## src/rtl/au_sum_zero_ser_if.sv

```systemverilog
// Handshake/operand bundle for the slice-serial sum-zero sequencer.
// The master side is the producer/consumer pair; the slave side is the sequencer.
interface au_sum_zero_ser_if #(
  parameter int unsigned WIDTH  = 8,
  parameter int unsigned NSLICE = 4
);
  logic                     in_valid;
  logic                     in_ready;
  logic [WIDTH*NSLICE-1:0]  a;
  logic [WIDTH*NSLICE-1:0]  b;
  logic                     ci;
  logic                     out_valid;
  logic                     out_ready;
  logic                     z;
  logic                     co;
  logic                     busy;

  modport master (
    output in_valid, a, b, ci, out_ready,
    input  in_ready, out_valid, z, co, busy
  );

  modport slave (
    input  in_valid, a, b, ci, out_ready,
    output in_ready, out_valid, z, co, busy
  );
endinterface

```

## src/rtl/au_sum_zero_ser.sv

```systemverilog
// Slice-serial sum-zero detector: reports whether a+b+ci is all-zeros, LSB slice first.
// Optional AU_SUM_ZERO_SER_EARLY_EXIT_EN stops at the first non-zero slice.
module au_sum_zero_ser #(
  parameter int unsigned WIDTH  = 8,
  parameter int unsigned NSLICE = 4
) (
  input  logic             clk,
  input  logic             rst_n,
  au_sum_zero_ser_if.slave bus
);
  localparam int unsigned CntW = $clog2(NSLICE);
  localparam int unsigned OpW  = WIDTH * NSLICE;
  localparam logic [CntW-1:0] LastCnt = CntW'(NSLICE - 1);

  typedef enum logic [1:0] {StIdle, StRun, StDone} state_e;

  state_e          r_state;
  state_e          w_state_d;
  logic [OpW-1:0]  r_a;
  logic [OpW-1:0]  r_b;
  logic [CntW-1:0] r_cnt;
  logic            r_carry;
  logic            r_zacc;
  logic            r_z;
  logic            r_co;

  logic [WIDTH-1:0] w_ak;
  logic [WIDTH-1:0] w_bk;
  logic [WIDTH-1:0] w_cvec;
  logic             w_zs;
  logic             w_cout;
  logic             w_last;
  logic             w_exit;
  logic             w_co_fin;
  logic             w_accept;
  logic             w_in_ready;
  logic             w_out_valid;
  logic             w_busy;

  assign w_ak = r_a[int'(r_cnt) * WIDTH +: WIDTH];
  assign w_bk = r_b[int'(r_cnt) * WIDTH +: WIDTH];

  // With all lower sum bits zero, the carry into bit i is a[i-1]|b[i-1].
  assign w_cvec = WIDTH'({(w_ak | w_bk), r_carry});
  assign w_zs   = &(~(w_ak ^ w_bk ^ w_cvec));
  assign w_cout = ({1'b0, w_ak} + {1'b0, w_bk} + {{WIDTH{1'b0}}, r_carry})
                  > {1'b0, {WIDTH{1'b1}}};
  assign w_last = (r_cnt == LastCnt);

`ifdef AU_SUM_ZERO_SER_EARLY_EXIT_EN
  assign w_exit   = w_last | ~w_zs;
  assign w_co_fin = w_cout & w_zs;
`else
  assign w_exit   = w_last;
  assign w_co_fin = w_cout;
`endif

  assign w_accept = (r_state == StIdle) && bus.in_valid;

  always_ff @(posedge clk or negedge rst_n) begin
    if (!rst_n) begin
      r_state <= StIdle;
    end else begin
      r_state <= w_state_d;
    end
  end

  always_comb begin
    w_state_d = r_state;
    case (r_state)
      StIdle:  if (bus.in_valid)  w_state_d = StRun;
      StRun:   if (w_exit)        w_state_d = StDone;
      StDone:  if (bus.out_ready) w_state_d = StIdle;
      default:                    w_state_d = StIdle;
    endcase
  end

  always_comb begin
    w_in_ready  = (r_state == StIdle);
    w_out_valid = (r_state == StDone);
    w_busy      = (r_state != StIdle);
  end

  always_ff @(posedge clk or negedge rst_n) begin
    if (!rst_n) begin
      r_a     <= '0;
      r_b     <= '0;
      r_cnt   <= '0;
      r_carry <= 1'b0;
      r_zacc  <= 1'b0;
      r_z     <= 1'b0;
      r_co    <= 1'b0;
    end else begin
      if (w_accept) begin
        r_a     <= bus.a;
        r_b     <= bus.b;
        r_carry <= bus.ci;
        r_cnt   <= '0;
        r_zacc  <= 1'b1;
      end else if (r_state == StRun) begin
        r_carry <= w_cout;
        r_zacc  <= r_zacc & w_zs;
        // Counter parks on the last slice instead of wrapping.
        if (!w_last) begin
          r_cnt <= r_cnt + 1'b1;
        end
        if (w_exit) begin
          r_z  <= r_zacc & w_zs;
          r_co <= w_co_fin;
        end
      end
    end
  end

  assign bus.in_ready  = w_in_ready;
  assign bus.out_valid = w_out_valid;
  assign bus.busy      = w_busy;
  assign bus.z         = r_z;
  assign bus.co        = r_co;
endmodule
```

## src/flat_wrapper.sv

```systemverilog
// flat-port wrapper written by rule: the top's interface ports become plain ports
module au_sum_zero_ser_flat 
#(
  parameter int unsigned WIDTH  = 8,
  parameter int unsigned NSLICE = 4
)
  (clk, rst_n, bus_in_valid, bus_a, bus_b, bus_ci, bus_out_ready, bus_in_ready, bus_out_valid, bus_z, bus_co, bus_busy);
  au_sum_zero_ser_if #(.WIDTH(WIDTH), .NSLICE(NSLICE)) bus_i ();
  input  logic clk;
  input  logic rst_n;
  input wire logic [$bits(bus_i.in_valid)-1:0] bus_in_valid;
  input wire logic [$bits(bus_i.a)-1:0] bus_a;
  input wire logic [$bits(bus_i.b)-1:0] bus_b;
  input wire logic [$bits(bus_i.ci)-1:0] bus_ci;
  input wire logic [$bits(bus_i.out_ready)-1:0] bus_out_ready;
  output wire logic [$bits(bus_i.in_ready)-1:0] bus_in_ready;
  output wire logic [$bits(bus_i.out_valid)-1:0] bus_out_valid;
  output wire logic [$bits(bus_i.z)-1:0] bus_z;
  output wire logic [$bits(bus_i.co)-1:0] bus_co;
  output wire logic [$bits(bus_i.busy)-1:0] bus_busy;
  assign bus_i.in_valid = bus_in_valid;
  assign bus_i.a = bus_a;
  assign bus_i.b = bus_b;
  assign bus_i.ci = bus_ci;
  assign bus_i.out_ready = bus_out_ready;
  assign bus_in_ready = bus_i.in_ready;
  assign bus_out_valid = bus_i.out_valid;
  assign bus_z = bus_i.z;
  assign bus_co = bus_i.co;
  assign bus_busy = bus_i.busy;
  au_sum_zero_ser #(.WIDTH(WIDTH), .NSLICE(NSLICE)) u_core (.clk(clk), .rst_n(rst_n), .bus(bus_i));
endmodule
```

## config.mk

```make
export PLATFORM = sky130hd
export DESIGN_NAME = au_sum_zero_ser_flat
export DESIGN_NICKNAME = d
export VERILOG_FILES = /design/src/rtl/au_sum_zero_ser_if.sv /design/src/rtl/au_sum_zero_ser.sv /design/src/flat_wrapper.sv
export SDC_FILE = /design/constraint.sdc
export NUM_CORES = 1
export LEC_CHECK = 0
export CAP_MARGIN = 20
export CORE_MARGIN = 3
export CORE_UTILIZATION = 44
export CTS_BUF_LIST = sky130_fd_sc_hd__clkbuf_8
export DETAILED_ROUTE_END_ITERATION = 16
export PLACE_DENSITY_LB_ADDON = 0.12
export SETUP_SLACK_MARGIN = 0.4
export SLEW_MARGIN = 15
export SYNTH_ARGS = -nofsm -noshare
export SYNTH_HDL_FRONTEND = slang
export SYNTH_SLANG_ARGS = --single-unit
```

## constraint.sdc

```tcl
create_clock -name clk -period 8.66 [get_ports clk]
set_input_delay 1.732 -clock clk [delete_from_list [all_inputs] [get_ports clk]]
set_output_delay 1.732 -clock clk [all_outputs]
set_load 0.005 [all_outputs]
```

# ---- Word-level counts from Yosys, hierarchy flattened
# Cells that the tools add are included.
dict set report op_classes {
  mux 11
  shift 2
  n_addsub 3
  n_eq_ne 7
  magnitude_cmp 1
  n_reduce_logical 8
  bitwise_logic 6
}
# operator n
set op_table {}
lappend op_table {{$shiftx 32x6->8} 2}
lappend op_table {{$xor 8x8->8} 2}
lappend op_table {{$mux 2} 6}
lappend op_table {{$add 8x8->9} 1}
lappend op_table {{$add 9x1->9} 1}
lappend op_table {{$gt 9x8->1 const B} 1}
lappend op_table {{$not 8->8} 1}
lappend op_table {{$reduce_and 8->1} 1}
lappend op_table {{$or 7x7->7} 1}
lappend op_table {{$ne 2x2->1 const B} 3}
lappend op_table {{$pmux 2 s3} 1}
lappend op_table {{$reduce_and 3->1} 2}
lappend op_table {{$eq 2x2->1 const B} 2}
lappend op_table {{$mux 1} 4}
lappend op_table {{$reduce_bool 2->1} 2}
lappend op_table {{$add 2x1->2 const B} 1}
lappend op_table {{$eq 2x1->1 const B} 1}
lappend op_table {{$logic_not 2->1} 1}
lappend op_table {{$ne 2x1->1 const B} 1}
lappend op_table {{$reduce_and 2->1} 1}
lappend op_table {{$and 1x1->1} 1}
lappend op_table {{$logic_and 1x1->1} 1}
lappend op_table {{$not 1->1} 1}
dict set report word_totals {
  elab_cells 46
  inputBits 69
  ff_bits 72
  output_inout_bits 5
}

# ---- Logic depth before layout (Yosys ltp)
dict set report depth {
  depth_word 8
  mapped_depth 9
  mapped_depth_nobuf 7
}

# ---- Worst setup path before layout
# OpenSTA, ideal clock, no wires.
dict set report synth_path {
  kind {register -> register}
  start {register u_core.r_cnt[0]}
  end {register u_core.r_carry}
  stages_incl_launch_ff 10
  n_path_buf 2
  period_less_slack_ns 2.715
  setup_ns 0.138
  slack_ns 5.945
  arrival_ns 2.577
  required_time_ns 8.522
  cell_sequence {dfrtp_1 > buf_2 > buf_4 > mux4_2 > fa_1 > fa_1 > a21oi_1 > o21ai_0 > o211ai_1 > o221ai_1}
}
dict set report synth_via {
  elab_chain_len 6
  elab_cells_between_ends 7
  cone_classes {2 x add/sub; 1 x order compare; 2 x shift; 2 x mux}
}
# item line_no
set synth_lines {}
lappend synth_lines {{start: declaration} au_sum_zero_ser.sv:21} ;# logic [CntW-1:0] r_cnt;
lappend synth_lines {{start signal: assignment} au_sum_zero_ser.sv:105} ;# r_cnt <= r_cnt + 1'b1;
lappend synth_lines {{$shiftx 32x6->8 (on tied branches)} {au_sum_zero_ser.sv:40, au_sum_zero_ser.sv:41}}
lappend synth_lines {{$add 8x8->9 *} au_sum_zero_ser.sv:46} ;# assign w_cout = ({1'b0, w_ak} + {1'b0, w_bk} + {{WIDTH{1'b0}}, r_carry})
lappend synth_lines {{$add 9x1->9 *} au_sum_zero_ser.sv:46}
lappend synth_lines {{$gt 9x8->1 *} au_sum_zero_ser.sv:47} ;# > {1'b0, {WIDTH{1'b1}}};
lappend synth_lines {{$mux 1 *} au_sum_zero_ser.sv:100} ;# end else if (r_state == StRun) begin
lappend synth_lines {{$mux 1 *} au_sum_zero_ser.sv:94} ;# if (w_accept) begin
lappend synth_lines {{end signal: assignment} au_sum_zero_ser.sv:97} ;# r_carry <= bus.ci;
lappend synth_lines {{end signal: assignment} au_sum_zero_ser.sv:101} ;# r_carry <= w_cout;
lappend synth_lines {{end: declaration} au_sum_zero_ser.sv:22} ;# logic r_carry;
# Mark *: on every way between the ends. The rest lies on a longest branch, timed or not. The select of a mux whose other input is x is not followed.
# A chain may end at the register's enable or synchronous reset.

# ---- Worst setup path after layout
dict set report layout_path {
  start {register u_core.r_state[1]}
  end {output bus_in_ready}
}
dict set report layout_via {
  elab_chain_len 1
}
# item line_no
set layout_lines {}
lappend layout_lines {{start: declaration} au_sum_zero_ser.sv:17} ;# state_e r_state;
lappend layout_lines {{start signal: assignment} au_sum_zero_ser.sv:62} ;# r_state <= StIdle;
lappend layout_lines {{start signal: assignment} au_sum_zero_ser.sv:64} ;# r_state <= w_state_d;
lappend layout_lines {{$logic_not 2->1} au_sum_zero_ser.sv:79} ;# w_in_ready = (r_state == StIdle);
lappend layout_lines {{end: declaration} flat_wrapper.sv:16} ;# output wire logic [$bits(bus_i.in_ready)-1:0] bus_in_ready;
# Every way passes these cells.

==> metrics.csv <==
stage,metric,value,unit
power_and_ir_drop,p_total,1.82,mW
routing,vias,2124,
timing,final.setup.tns,0,ns
job,cap_viol_max_count,0,
cts,clkLatencyLatePin,0.34,ns
global_routing,grt_first_pass_wirelength,11.7,mm
setup_path,r2r-end,u_core.r_carry$_DFFE_PN0P_,
synth,synth.area.top_cells,"dfrtp_1, mux2_4, mux4_2, mux2_2, ha_1",
final_layout,diodes,0,
synth,syn_nets,325,
cts,cts.sinks,72,
setup_path,r2r_start,u_core.r_cnt[0]$_DFFE_PN0P_,
routing,via_per_inst,5.03,
floorplan,dieHeight,98.0,um
synth,syn_area,3720,um^2
routing,wl_per_cell,16.4,um
floorplan,initial_core_util,46.7,%
synth,yosys.area.top_type,dfrtp_1,
synth,ys_types,29,
synth,avgSynthCellArea,15.5,um^2
setup_path,startpoint_type,flop,
global_routing,antenna_found_initial,0,
setup_path,worstRegToRegCells,8,
cts,postCtsHoldBufs,0,
cts,cts_max_level,3,
routing,first_pass_iters,3,
floorplan,core_area,7970,um^2
min_path,hold_path.class,flop to flop,
cts,clockRootBuffer,clkbuf_8,
global_routing,grt-ovfl-total,0,
floorplan,die-area,9600,um^2
setup_path,critical_path_class,flop to output pin,
timing,hold_viol_final,0,
power_and_ir_drop,ir_worst_vdd,0.128,mV
min_path,hold-path-endpoint,u_core.r_a[4]$_DFFE_PN0P_,
timing,setup_viol,0,
timing,rsz0062_at_grt,no,
cts,ctsLongestPathBuffers,2,
synth,synth_seq_cells,72,
setup_path,r2r_slack,5.53,ns
power_and_ir_drop,power.leakage,2.07,nW
place,hpwl,4.71,mm
final_layout,drive_gt1_share,32.2,%
final_layout,area_growth_syn_to_layout,26.7,%
timing,drv_slew,0,
timing,fin_crit,3.35,ns
synth,synthFlopType,dfrtp_1,
power_and_ir_drop,pwr_density_cell,386,nW/um^2
routing,drt-initial-drc-count,50,
final_layout,num-nets-final,400,
timing,worst_pin_slew,0.914,ns
place,gp_congestion,0.744,
routing,antenna_left,0,
synth,synth_edf_count,0,
floorplan,die_width,98.0,um
synth,synthCells,240,
cts,ctsResizeCount,0,
floorplan,row_count,32,
min_path,hp-start,u_core.r_a[4]$_DFFE_PN0P_,
outcome,status,"finished, final reports clean",
synth,synth_top_area_share,48.4,%
cts,post-cts-setup-buffers,0,
synth,synth_warnings,0,
place,io_buffer_count,73,
global_routing,grt_pass1_vias,2302,
synth,synthArstFlopShare,100,%
setup_path,cp-end-kind,output pin,
setup_path,cp_max_fo,7,
timing,max_slew_margin,39.1,%
cts,path_clk_slew,0.08,ns
routing,drc,0,
min_path,hold_depth,1,
setup_path,cp_data_arrival_time,1.62,ns
floorplan,pin_count,74,
synth,ys_seq_area_share,48.4,%
global_routing,grt_usage,15.4,%
cts,numCtsBuffers,9,
timing,max_freq,299,MHz
timing,finalCritPeriodShare,38.7,%
routing,wl,6.90,mm
setup_path,cp.required,6.93,ns
global_routing,grt_max_degree,73,
cts,cts_tree,yes,
timing,fin_worst_skew,0.00956,ns
## metal layers
layer,vias to the layer above,wire length (um),GRT usage [%]
met2,47,3450,24.2
met5,-,0,0
met3,7,285,4.14
met1,1070,3080,21.0
li1,1000,-,-
met4,0,85,4.79
## flip-flops by register name, summed over array words and instances, names as in the netlist
register,flops
u_core.r_a,32
u_core.r_b,32
u_core.bus.co,1
u_core.r_cnt,2
u_core.bus.z,1
u_core.r_carry,1
u_core.r_state,2
u_core.r_zacc,1
## Yosys cell counts, drive strengths merged (2+ instances only)
master	n
o21ai	3
a21oi	6
a22o	3
buf	10
mux2	65
ha	14
nor4	2
nand2b	3
nand2	5
nor2	4
inv	18
dfrtp	72
fa	2
xnor2	7
mux4	16
## through the flow
| stage | util, % | cells | area, um^2 | hold slack (ns) | setup slack [ns] |
|---|---|---|---|---|---|
| 2_1_floorplan | - | 240 | 3720 | 0.471 | 5.95 |
| 3_3_place_gp | 56.4 | 405 | 4490 | 0.473 | 4.95 |
| 3_5_place_dp | 56.4 | 405 | 4490 | 0.482 | 4.93 |
| 4_1_cts | 58.8 | 421 | 4690 | 0.507 | 5.29 |
| 5_1_grt | 59.2 | 422 | 4710 | 0.523 | 5.20 |
| 6_report | 59.2 | 422 | 4710 | 0.505 | 5.31 |
## cell type report
type	count	area, um^2
clock inverter	7	72.6
sequential	72	1800
clock buffer	9	124
tap	102	128
timing repair buffer	75	763
fill	656	3250
multi-input combinational	139	1760
inverter	18	67.6
## worst max-delay path: stages, from the launching register on
cell and delay [ns]:
dfrtp_1 0.46, or2_4 0.28, inv_2 0.05, clkdlybuf4s50_1 0.48
## cell families after synthesis
group	count (synthesis)	synth area share [%]
mux	81	34.3
flops	72	48.4
buf+inv	29	4.34
simple gates	18	2.52
compound gates	17	2.99
fa+ha+maj	16	5.78
xor+xnor	7	1.65
## where the power goes
part	switching [mW]	internal [mW]
clock network	0.127	0.133
registers	0.124	0.506
logic	0.350	0.579
total	0.600	1.22
## worst max-delay path by stage
stage	startpoint	to	depth (start not counted)
CTS	u_core.r_state[1]$_DFFE_PN0P_	bus_in_ready	3
global placement	bus_in_valid	u_core.r_a[14]$_DFFE_PN0P_	3
global route	u_core.r_cnt[0]$_DFFE_PN0P_	u_core.r_carry$_DFFE_PN0P_	8
detailed placement	bus_in_valid	u_core.r_a[10]$_DFFE_PN0P_	3
floorplan	u_core.r_cnt[0]$_DFFE_PN0P_	u_core.r_carry$_DFFE_PN0P_	9
finish	u_core.r_state[1]$_DFFE_PN0P_	bus_in_ready	3
## cell usage in the layout, fill, tap and decap left out, types with 2 or more instances in the layout
cell type	netlist	layout
clkdlybuf4s50_1	0	72
dfrtp_1	72	72
mux2_4	49	49
inv_1	17	17
mux4_2	16	16
mux2_2	16	16
ha_1	14	14
clkbuf_8	0	9
xnor2_1	7	7
a21oi_1	6	6
nand2_1	5	5
nor2_1	4	4
nand2b_1	3	3
a22o_1	3	3
o21ai_0	3	3
nor4_1	2	2
fa_1	2	2
clkinv_2	0	2
clkinv_4	0	2
clkinvlp_4	0	2
buf_4	1	2
Power figures use the tool's default switching activity.
